$ cat config.mk
export PLATFORM = sky130hd
export DESIGN_NAME = residual_blk_tracker_flat
export DESIGN_NICKNAME = d
export VERILOG_FILES = /design/src/rtl/residual_blk_tracker_pkg.sv /design/src/rtl/residual_blk_tracker_if.sv /design/src/rtl/residual_blk_tracker_coeff_counter.sv /design/src/rtl/residual_blk_tracker.sv /design/src/flat_wrapper.sv
export SDC_FILE = /design/constraint.sdc
export NUM_CORES = 1
export LEC_CHECK = 0
export CORE_MARGIN = 2
export CORE_UTILIZATION = 30
export DETAILED_ROUTE_END_ITERATION = 10
export PLACE_DENSITY_LB_ADDON = 0.1
export SETUP_SLACK_MARGIN = 0.02
export SLEW_MARGIN = 5
export SYNTH_ARGS = -nofsm -noshare
export SYNTH_HDL_FRONTEND = slang
export SYNTH_SLANG_ARGS = --single-unit
$ cat constraint.sdc
create_clock -name clk -period 2.2 [get_ports clk]
set_input_delay 0.22 -clock clk [delete_from_list [all_inputs] [get_ports clk]]
set_output_delay 0.22 -clock clk [all_outputs]
set_load 0.05 [all_outputs]
$ cat src/rtl/residual_blk_tracker_pkg.sv
// Shared definitions for the residual block tracker.
// Holds the residual block type encodings, the tracker FSM state encodings
// and the per-type TotalCoeff limit used to flag malformed coeff_token results.
package residual_blk_tracker_pkg;

    // Block types as signalled by the CAVLC decoder; codes 6 and 7 are illegal.
    typedef enum logic [2:0] {
        BT_LUMA_DC   = 3'd0,
        BT_LUMA_AC   = 3'd1,
        BT_LUMA_4X4  = 3'd2,
        BT_CB_DC     = 3'd3,
        BT_CR_DC     = 3'd4,
        BT_CHROMA_AC = 3'd5
    } blkType_t;

    typedef enum logic [1:0] {
        ST_IDLE,
        ST_WAIT_TC,
        ST_RUN,
        ST_END
    } state_t;

    // Largest TotalCoeff a block of the given type may legally carry.
    // AC blocks lose one position to the separately coded DC coefficient.
    function automatic int coeffLimit(input logic [2:0] blkType,
                                      input int maxCoeff,
                                      input int chromaDcMax);
        case (blkType)
            BT_CB_DC, BT_CR_DC:       return chromaDcMax;
            BT_LUMA_AC, BT_CHROMA_AC: return maxCoeff - 1;
            default:                  return maxCoeff;
        endcase
    endfunction

    function automatic logic isIllegalType(input logic [2:0] blkType);
        return blkType > BT_CHROMA_AC;
    endfunction

endpackage

$ cat src/rtl/residual_blk_tracker_if.sv
// Decoder-to-tracker event bus.
// master: CAVLC decoder FSM (drives events); slave: residual_blk_tracker.
//   mb_start    new macroblock pulse
//   blk_start   new residual block pulse, blk_type sampled with it
//   tc_valid    TotalCoeff valid pulse
//   coeff_done  one level/run pair consumed pulse
interface residual_blk_tracker_if #(
    parameter int TC_W = 5
);
    logic            mb_start;
    logic            blk_start;
    logic [2:0]      blk_type;
    logic            tc_valid;
    logic [TC_W-1:0] TotalCoeff;
    logic            coeff_done;

    modport master (
        output mb_start, blk_start, blk_type, tc_valid, TotalCoeff, coeff_done
    );

    modport slave (
        input mb_start, blk_start, blk_type, tc_valid, TotalCoeff, coeff_done
    );
endinterface

$ cat src/rtl/residual_blk_tracker_coeff_counter.sv
// Remaining-coefficient counter for one residual block.
// Ports: clk, reset_n (sync, active-high), clr (highest priority), load with
// loadValue, dec (saturates at zero); count is the registered remaining value
// and isOne flags the last coefficient of the block.
module residual_coeff_counter #(
    parameter int TC_W = 5
) (
    input  logic            clk,
    input  logic            reset_n,
    input  logic            clr,
    input  logic            load,
    input  logic [TC_W-1:0] loadValue,
    input  logic            dec,
    output logic [TC_W-1:0] count,
    output logic            isOne
);

    always_ff @(posedge clk) begin
        // NOTE: registers take non-blocking assignments so every flop samples pre-edge values, independent of block order.
        if (reset_n) begin
            count <= '0;
        end else if (clr) begin
            count <= '0;
        end else if (load) begin
            count <= loadValue;
        end else if (dec && (count != '0)) begin
            count <= count - TC_W'(1);
        end
    end

    assign isOne = (count == TC_W'(1));

endmodule

$ cat src/rtl/residual_blk_tracker.sv
// Residual block tracker: follows one CAVLC residual block from blk_start
// through coeff_token and every level/run pair, and reports its completion.
// Ports: clk, reset_n (sync, active-high), bus (decoder events, slave side),
//   i_TotalCoeff               remaining coefficients of the current block
//   end_of_one_residual_block  one-cycle pulse when a block finishes
//   end_of_NonZeroCoeff_CAVLC  same pulse, only for blocks with TotalCoeff>0
//   blk_TotalCoeff/blk_type_o  TotalCoeff and type of the last finished block
//   *_IsAllZero                per-MB DC all-zero flags
//   blk_cnt                    blocks finished since mb_start (wrapping)
//   protocol_err               sticky protocol violation flag
module residual_blk_tracker
    import residual_blk_tracker_pkg::*;
#(
    parameter int MAX_COEFF     = 16,
    parameter int CHROMA_DC_MAX = 4,
    parameter int BLK_CNT_W     = 5,
    parameter int TC_W          = 5
) (
    input  logic                  clk,
    input  logic                  reset_n,
    residual_blk_tracker_if.slave bus,
    output logic [TC_W-1:0]       i_TotalCoeff,
    output logic                  end_of_one_residual_block,
    output logic                  end_of_NonZeroCoeff_CAVLC,
    output logic [TC_W-1:0]       blk_TotalCoeff,
    output logic [2:0]            blk_type_o,
    output logic                  lumaDC_IsAllZero,
    output logic                  ChromaDC_Cb_IsAllZero,
    output logic                  ChromaDC_Cr_IsAllZero,
    output logic [BLK_CNT_W-1:0]  blk_cnt,
    output logic                  protocol_err
);

    state_t          state;
    logic [2:0]      curType;   // kept raw so illegal codes still reach blk_type_o
    logic [TC_W-1:0] tcLatched;

    int              tcLimit;
    logic            tcOver;
    logic            tcEvt;
    logic            doneEvt;
    logic [TC_W-1:0] doneTc;
    logic            cntLoad;
    logic            cntDec;
    logic            cntIsOne;
    logic            errSet;

    // Event decode. A blk_start always wins: it aborts WAIT_TC/RUN and the
    // other events of that cycle belong to nothing.
    always_comb begin
        // NOTE: every always_comb output gets a default first, so no path leaves it unassigned and no latch appears.
        tcLimit = coeffLimit(curType, MAX_COEFF, CHROMA_DC_MAX);
        tcOver  = int'(bus.TotalCoeff) > tcLimit;
        tcEvt   = (state == ST_WAIT_TC) && bus.tc_valid && !bus.blk_start;
        cntLoad = tcEvt && !tcOver && (bus.TotalCoeff != '0);
        cntDec  = (state == ST_RUN) && bus.coeff_done && !bus.blk_start;
        doneEvt = (tcEvt && (tcOver || (bus.TotalCoeff == '0))) || (cntDec && cntIsOne);
        doneTc  = (state == ST_RUN) ? tcLatched : bus.TotalCoeff;

        errSet = 1'b0;
        if (bus.blk_start) begin
            errSet = isIllegalType(bus.blk_type) || (state == ST_WAIT_TC) || (state == ST_RUN);
        end else begin
            case (state)
                ST_IDLE:    errSet = bus.tc_valid || bus.coeff_done;
                ST_WAIT_TC: errSet = bus.coeff_done || (bus.tc_valid && tcOver);
                ST_RUN:     errSet = bus.tc_valid;
                default:    errSet = 1'b0;
            endcase
        end
    end

    residual_coeff_counter #(.TC_W(TC_W)) u_counter (
        .clk       (clk),
        .reset_n   (reset_n),
        .clr       (bus.blk_start),
        .load      (cntLoad),
        .loadValue (bus.TotalCoeff),
        .dec       (cntDec),
        .count     (i_TotalCoeff),
        .isOne     (cntIsOne)
    );

    always_ff @(posedge clk) begin
        if (reset_n) begin
            state                     <= ST_IDLE;
            curType                   <= '0;
            tcLatched                 <= '0;
            end_of_one_residual_block <= 1'b0;
            end_of_NonZeroCoeff_CAVLC <= 1'b0;
            blk_TotalCoeff            <= '0;
            blk_type_o                <= '0;
            lumaDC_IsAllZero          <= 1'b1;
            ChromaDC_Cb_IsAllZero     <= 1'b1;
            ChromaDC_Cr_IsAllZero     <= 1'b1;
            blk_cnt                   <= '0;
            protocol_err              <= 1'b0;
        end else begin
            if (bus.blk_start) begin
                state <= ST_WAIT_TC;
            end else if (doneEvt) begin
                state <= ST_END;
            end else if (cntLoad) begin
                state <= ST_RUN;
            end else if (state == ST_END) begin
                state <= ST_IDLE;
            end

            if (bus.blk_start) curType   <= bus.blk_type;
            if (tcEvt)         tcLatched <= bus.TotalCoeff;
            if (errSet)        protocol_err <= 1'b1;

            end_of_one_residual_block <= doneEvt;
            end_of_NonZeroCoeff_CAVLC <= doneEvt && (doneTc != '0);

            if (doneEvt) begin
                blk_TotalCoeff <= doneTc;
                blk_type_o     <= curType;
                blk_cnt        <= blk_cnt + BLK_CNT_W'(1);
                case (curType)
                    BT_LUMA_DC: lumaDC_IsAllZero      <= (doneTc == '0);
                    BT_CB_DC:   ChromaDC_Cb_IsAllZero <= (doneTc == '0);
                    BT_CR_DC:   ChromaDC_Cr_IsAllZero <= (doneTc == '0);
                    default: ;
                endcase
            end

            // Placed after the completion updates so a coincident mb_start
            // overrides them.
            if (bus.mb_start) begin
                blk_cnt               <= '0;
                lumaDC_IsAllZero      <= 1'b1;
                ChromaDC_Cb_IsAllZero <= 1'b1;
                ChromaDC_Cr_IsAllZero <= 1'b1;
            end
        end
    end

endmodule

$ cat src/flat_wrapper.sv
// flat-port wrapper written by rule: the top's interface ports become plain ports
module residual_blk_tracker_flat import residual_blk_tracker_pkg::*;
#(
    parameter int MAX_COEFF     = 16,
    parameter int CHROMA_DC_MAX = 4,
    parameter int BLK_CNT_W     = 5,
    parameter int TC_W          = 5
)
  (clk, reset_n, i_TotalCoeff, end_of_one_residual_block, end_of_NonZeroCoeff_CAVLC, blk_TotalCoeff, blk_type_o, lumaDC_IsAllZero, ChromaDC_Cb_IsAllZero, ChromaDC_Cr_IsAllZero, blk_cnt, protocol_err, bus_mb_start, bus_blk_start, bus_blk_type, bus_tc_valid, bus_TotalCoeff, bus_coeff_done);
  residual_blk_tracker_if #(.TC_W(TC_W)) bus_i ();
  input  logic clk;
  input  logic reset_n;
  output logic [TC_W-1:0] i_TotalCoeff;
  output logic end_of_one_residual_block;
  output logic end_of_NonZeroCoeff_CAVLC;
  output logic [TC_W-1:0] blk_TotalCoeff;
  output logic [2:0] blk_type_o;
  output logic lumaDC_IsAllZero;
  output logic ChromaDC_Cb_IsAllZero;
  output logic ChromaDC_Cr_IsAllZero;
  output logic [BLK_CNT_W-1:0] blk_cnt;
  output logic protocol_err;
  input wire logic [$bits(bus_i.mb_start)-1:0] bus_mb_start;
  input wire logic [$bits(bus_i.blk_start)-1:0] bus_blk_start;
  input wire logic [$bits(bus_i.blk_type)-1:0] bus_blk_type;
  input wire logic [$bits(bus_i.tc_valid)-1:0] bus_tc_valid;
  input wire logic [$bits(bus_i.TotalCoeff)-1:0] bus_TotalCoeff;
  input wire logic [$bits(bus_i.coeff_done)-1:0] bus_coeff_done;
  assign bus_i.mb_start = bus_mb_start;
  assign bus_i.blk_start = bus_blk_start;
  assign bus_i.blk_type = bus_blk_type;
  assign bus_i.tc_valid = bus_tc_valid;
  assign bus_i.TotalCoeff = bus_TotalCoeff;
  assign bus_i.coeff_done = bus_coeff_done;
  residual_blk_tracker #(.MAX_COEFF(MAX_COEFF), .CHROMA_DC_MAX(CHROMA_DC_MAX), .BLK_CNT_W(BLK_CNT_W), .TC_W(TC_W)) u_core (.clk(clk), .reset_n(reset_n), .bus(bus_i), .i_TotalCoeff(i_TotalCoeff), .end_of_one_residual_block(end_of_one_residual_block), .end_of_NonZeroCoeff_CAVLC(end_of_NonZeroCoeff_CAVLC), .blk_TotalCoeff(blk_TotalCoeff), .blk_type_o(blk_type_o), .lumaDC_IsAllZero(lumaDC_IsAllZero), .ChromaDC_Cb_IsAllZero(ChromaDC_Cb_IsAllZero), .ChromaDC_Cr_IsAllZero(ChromaDC_Cr_IsAllZero), .blk_cnt(blk_cnt), .protocol_err(protocol_err));
endmodule
==> flow_metrics.env <==
export IMPL_wire_per_inst_um=14.4
export IMPL_total_power_mw=1.64
export IMPL_clock_skew_ps=4.51
export IMPL_vias=1737
export IMPL_cts_num_sinks=34
export IMPL_setup_worst_path_end_class="flip-flop"
export IMPL_gp_congestion=0.800
export IMPL_postSynthAreaPerCell_sq_um=8.98
export IMPL_fp_row_count=29
export IMPL_track_usage_pct=14.9
export IMPL_startpoint_type="flip-flop"
export IMPL_first_pass_iters=4
export IMPL_drc=0
export IMPL_drive_above_1_share_pct=23.2
export IMPL_worst_path_max_fanout=4
export IMPL_r2r_cells=7
export IMPL_place_detailed_instances=341
export IMPL_multiInputGateArea_sq_um=1150
export IMPL_synth_area_sq_um=1910
export IMPL_crit_path_start="u_core.curType[1]"
export IMPL_yosysWarnings=0
export IMPL_initial_core_util_pct=30.7
export IMPL_grt_ovfl_total=0
export IMPL_synth_seq_area_share_pct=35.6
export IMPL_grt_pass1_vias=1724
export IMPL_drt_iter0_drc=38
export IMPL_via_per_inst=4.98
export IMPL_cts_root_buf="clkbuf_8"
export IMPL_fp_dieW_um=83.9
export IMPL_die_area_sq_um=7030
export IMPL_outcome="completed"
export IMPL_worstSetupEndpoint="u_core.lumaDC_IsAllZero"
export IMPL_syn2layout_area_growth_pct=40.7
export IMPL_chipHeight_um=83.9
export IMPL_rrSetupSlack_ps=160
export IMPL_powerDensity_nw_per_um2=608
export IMPL_ir_worst_vdd_mv=0.274
export IMPL_min_path_type="flip-flop to flip-flop"
export IMPL_period_share_pct=92.6
export IMPL_antenna_found_initial=0
export IMPL_finalInstanceArea_sq_um=2690
export IMPL_finalNonFillerCells=349
export IMPL_placed_cell_area_sq_um=2530
export IMPL_cap_violations=0
export IMPL_setup_violations=0
export IMPL_synthArstFlopShare_pct=0
export IMPL_synthCells=213
export IMPL_ant_nets=0
export IMPL_grt_max_degree=18
export IMPL_clk_latency_ps=290
export IMPL_pre_cts_ws_ps=-112
export IMPL_tns_ps=0
export IMPL_required_ps=2430
export IMPL_synth_cell_types=50
export IMPL_antenna_cells=0
export IMPL_arrival_ps=2260
export IMPL_cts_buffers=5
export IMPL_drv_slew=0
export IMPL_cts_hold_fix_buffers=0
export IMPL_ff_latch_area_sq_um=683
export IMPL_dpl_hpwl_mm=3.79
export IMPL_io_pin_count=38
export IMPL_finalHoldViolations=0
export IMPL_h_tree_depth=2
export IMPL_p_leak_nw=1.02
export IMPL_slew_headroom_pct=65.9
export IMPL_finalCriticalPeriod_ps=2040
export IMPL_r2r_start="u_core.curType[1]"
export IMPL_timing_fmax_mhz=491
export IMPL_synth_ff_latch_count=34
export IMPL_clk_pin_slew_worst_paths_ps=80
export IMPL_cts_tree="done"
export IMPL_portBuffers=37
export IMPL_coreArea_sq_um=6240
export IMPL_grt_first_pass_wirelength_mm=8.38
export IMPL_fin_nets=294
export IMPL_whs_ps=469
export IMPL_clock_path_buffers=2
export IMPL_path_class="flip-flop to flip-flop"
export IMPL_setup_slack_ps=163
export IMPL_rsz0062_at_grt="false"
export IMPL_routed_wl_mm=5.02
export IMPL_synth_flop_cell="dfxtp_1"
export IMPL_fillers=644
export IMPL_r2r_end="u_core.lumaDC_IsAllZero"
export IMPL_final_util_pct=43.1
export IMPL_synth_edf_count=0
export IMPL_synth_nets=236
export IMPL_tightestPinTransition_ps=510
-- cell usage after synthesis (3+ instances only) --
| cell | n | area [sq um] |
|---|---|---|
| dfxtp_1 | 34 | 681 |
| a21oi_1 | 25 | 125 |
| nor3_1 | 17 | 85.1 |
| nand2_1 | 16 | 60.1 |
| nor2_1 | 15 | 56.3 |
| o21ai_0 | 11 | 55.1 |
| mux2i_1 | 10 | 100 |
| ha_1 | 9 | 113 |
| inv_1 | 7 | 26.3 |
| mux2_2 | 6 | 67.6 |
| nand3_1 | 6 | 30.0 |
| clkbuf_1 | 5 | 18.8 |
| nor2b_1 | 4 | 25.0 |
| buf_4 | 3 | 22.5 |
| buf_6 | 3 | 33.8 |
| or3_1 | 3 | 18.8 |
-- sequential cells by signal, summed over array words and instances (netlist names), 2 cells and up --
name and cells:
u_core.u_counter.count 5, u_core.state 2, u_core.blk_TotalCoeff 5, u_core.blk_cnt 5, u_core.curType 3, u_core.tcLatched 5, u_core.blk_type_o 3
-- cells in the final DEF (no fill, tap or decap), types with 3 or more instances in the layout --
cell type / instances
o21ai_0: 10
ha_1: 8
mux2_2: 6
nor3_1: 17
inv_1: 7
or3_1: 3
clkdlybuf4s50_1: 37
clkbuf_8: 5
nor2_1: 15
nand3_1: 6
a21oi_1: 23
buf_4: 25
dfxtp_1: 32
nor2b_1: 4
mux2i_1: 10
nand2_1: 16
-- metal layers --
metal / vias up / wire (um) / track usage, %
met5: - / 0 / 0
met4: 0 / 65 / 4.69
met3: 7 / 177 / 3.56
met2: 29 / 2270 / 23.0
met1: 807 / 2510 / 20.5
li1: 894 / - / -
-- layout make-up --
cell class / instances / area share (%)
clock buffer: 5 / 2.56
inverter: 7 / 0.976
clock inverter: 3 / 2.56
timing repair buffer: 64 / 22.2
multi-input combinational: 159 / 42.7
tap: 77 / 3.58
sequential: 34 / 25.4
-- worst max-delay path, stage by stage, from the launching register on --
cell and delay (ps):
dfxtp_1 330, nand2b_1 190, ha_1 300, and3_4 210
a31oi_4 160, a21bo_4 270, a2111oi_4 290, mux2i_1 210
-- power by group --
part,switching [mW],internal [mW]
logic,0.153,0.132
registers,0.0126,0.632
clock network,0.254,0.454
-- worst min path at each step --
stage	endpoint	start	depth (start not counted)	slack [ps]
5_1_grt	u_core.tcLatched[4]	u_core.tcLatched[4]	2	490
2_1_floorplan	u_core.tcLatched[1]	bus_TotalCoeff[1]	2	360
3_5_place_dp	u_core.blk_type_o[2]	u_core.blk_type_o[2]	2	460
4_1_cts	u_core.tcLatched[4]	u_core.tcLatched[4]	2	470
6_report	u_core.tcLatched[4]	u_core.tcLatched[4]	2	470
3_3_place_gp	u_core.blk_type_o[2]	u_core.blk_type_o[2]	2	450
-- cell families after synthesis --
kind of cell	after synthesis	synth area share (%)
AND/OR/NAND/NOR	75	21.5
XOR/XNOR	1	0.458
buffers and inverters	20	5.76
AO/OA/AOI/OAI	58	22.0
multiplexers	16	8.76
flip-flops	34	35.6
adder cells (fa/ha/maj)	9	5.89
-- timing repair --
action / CTS / global route
pin swaps: 0 / 3
hold endpoints to repair: 0 / 0
buffers inserted: 0 / 0
gates cloned: 0 / 0
endpoints found under the setup margin: 1 / 10
gates resized for setup: 2 / 3
Note: power is estimated with default switching activity, not from simulation.
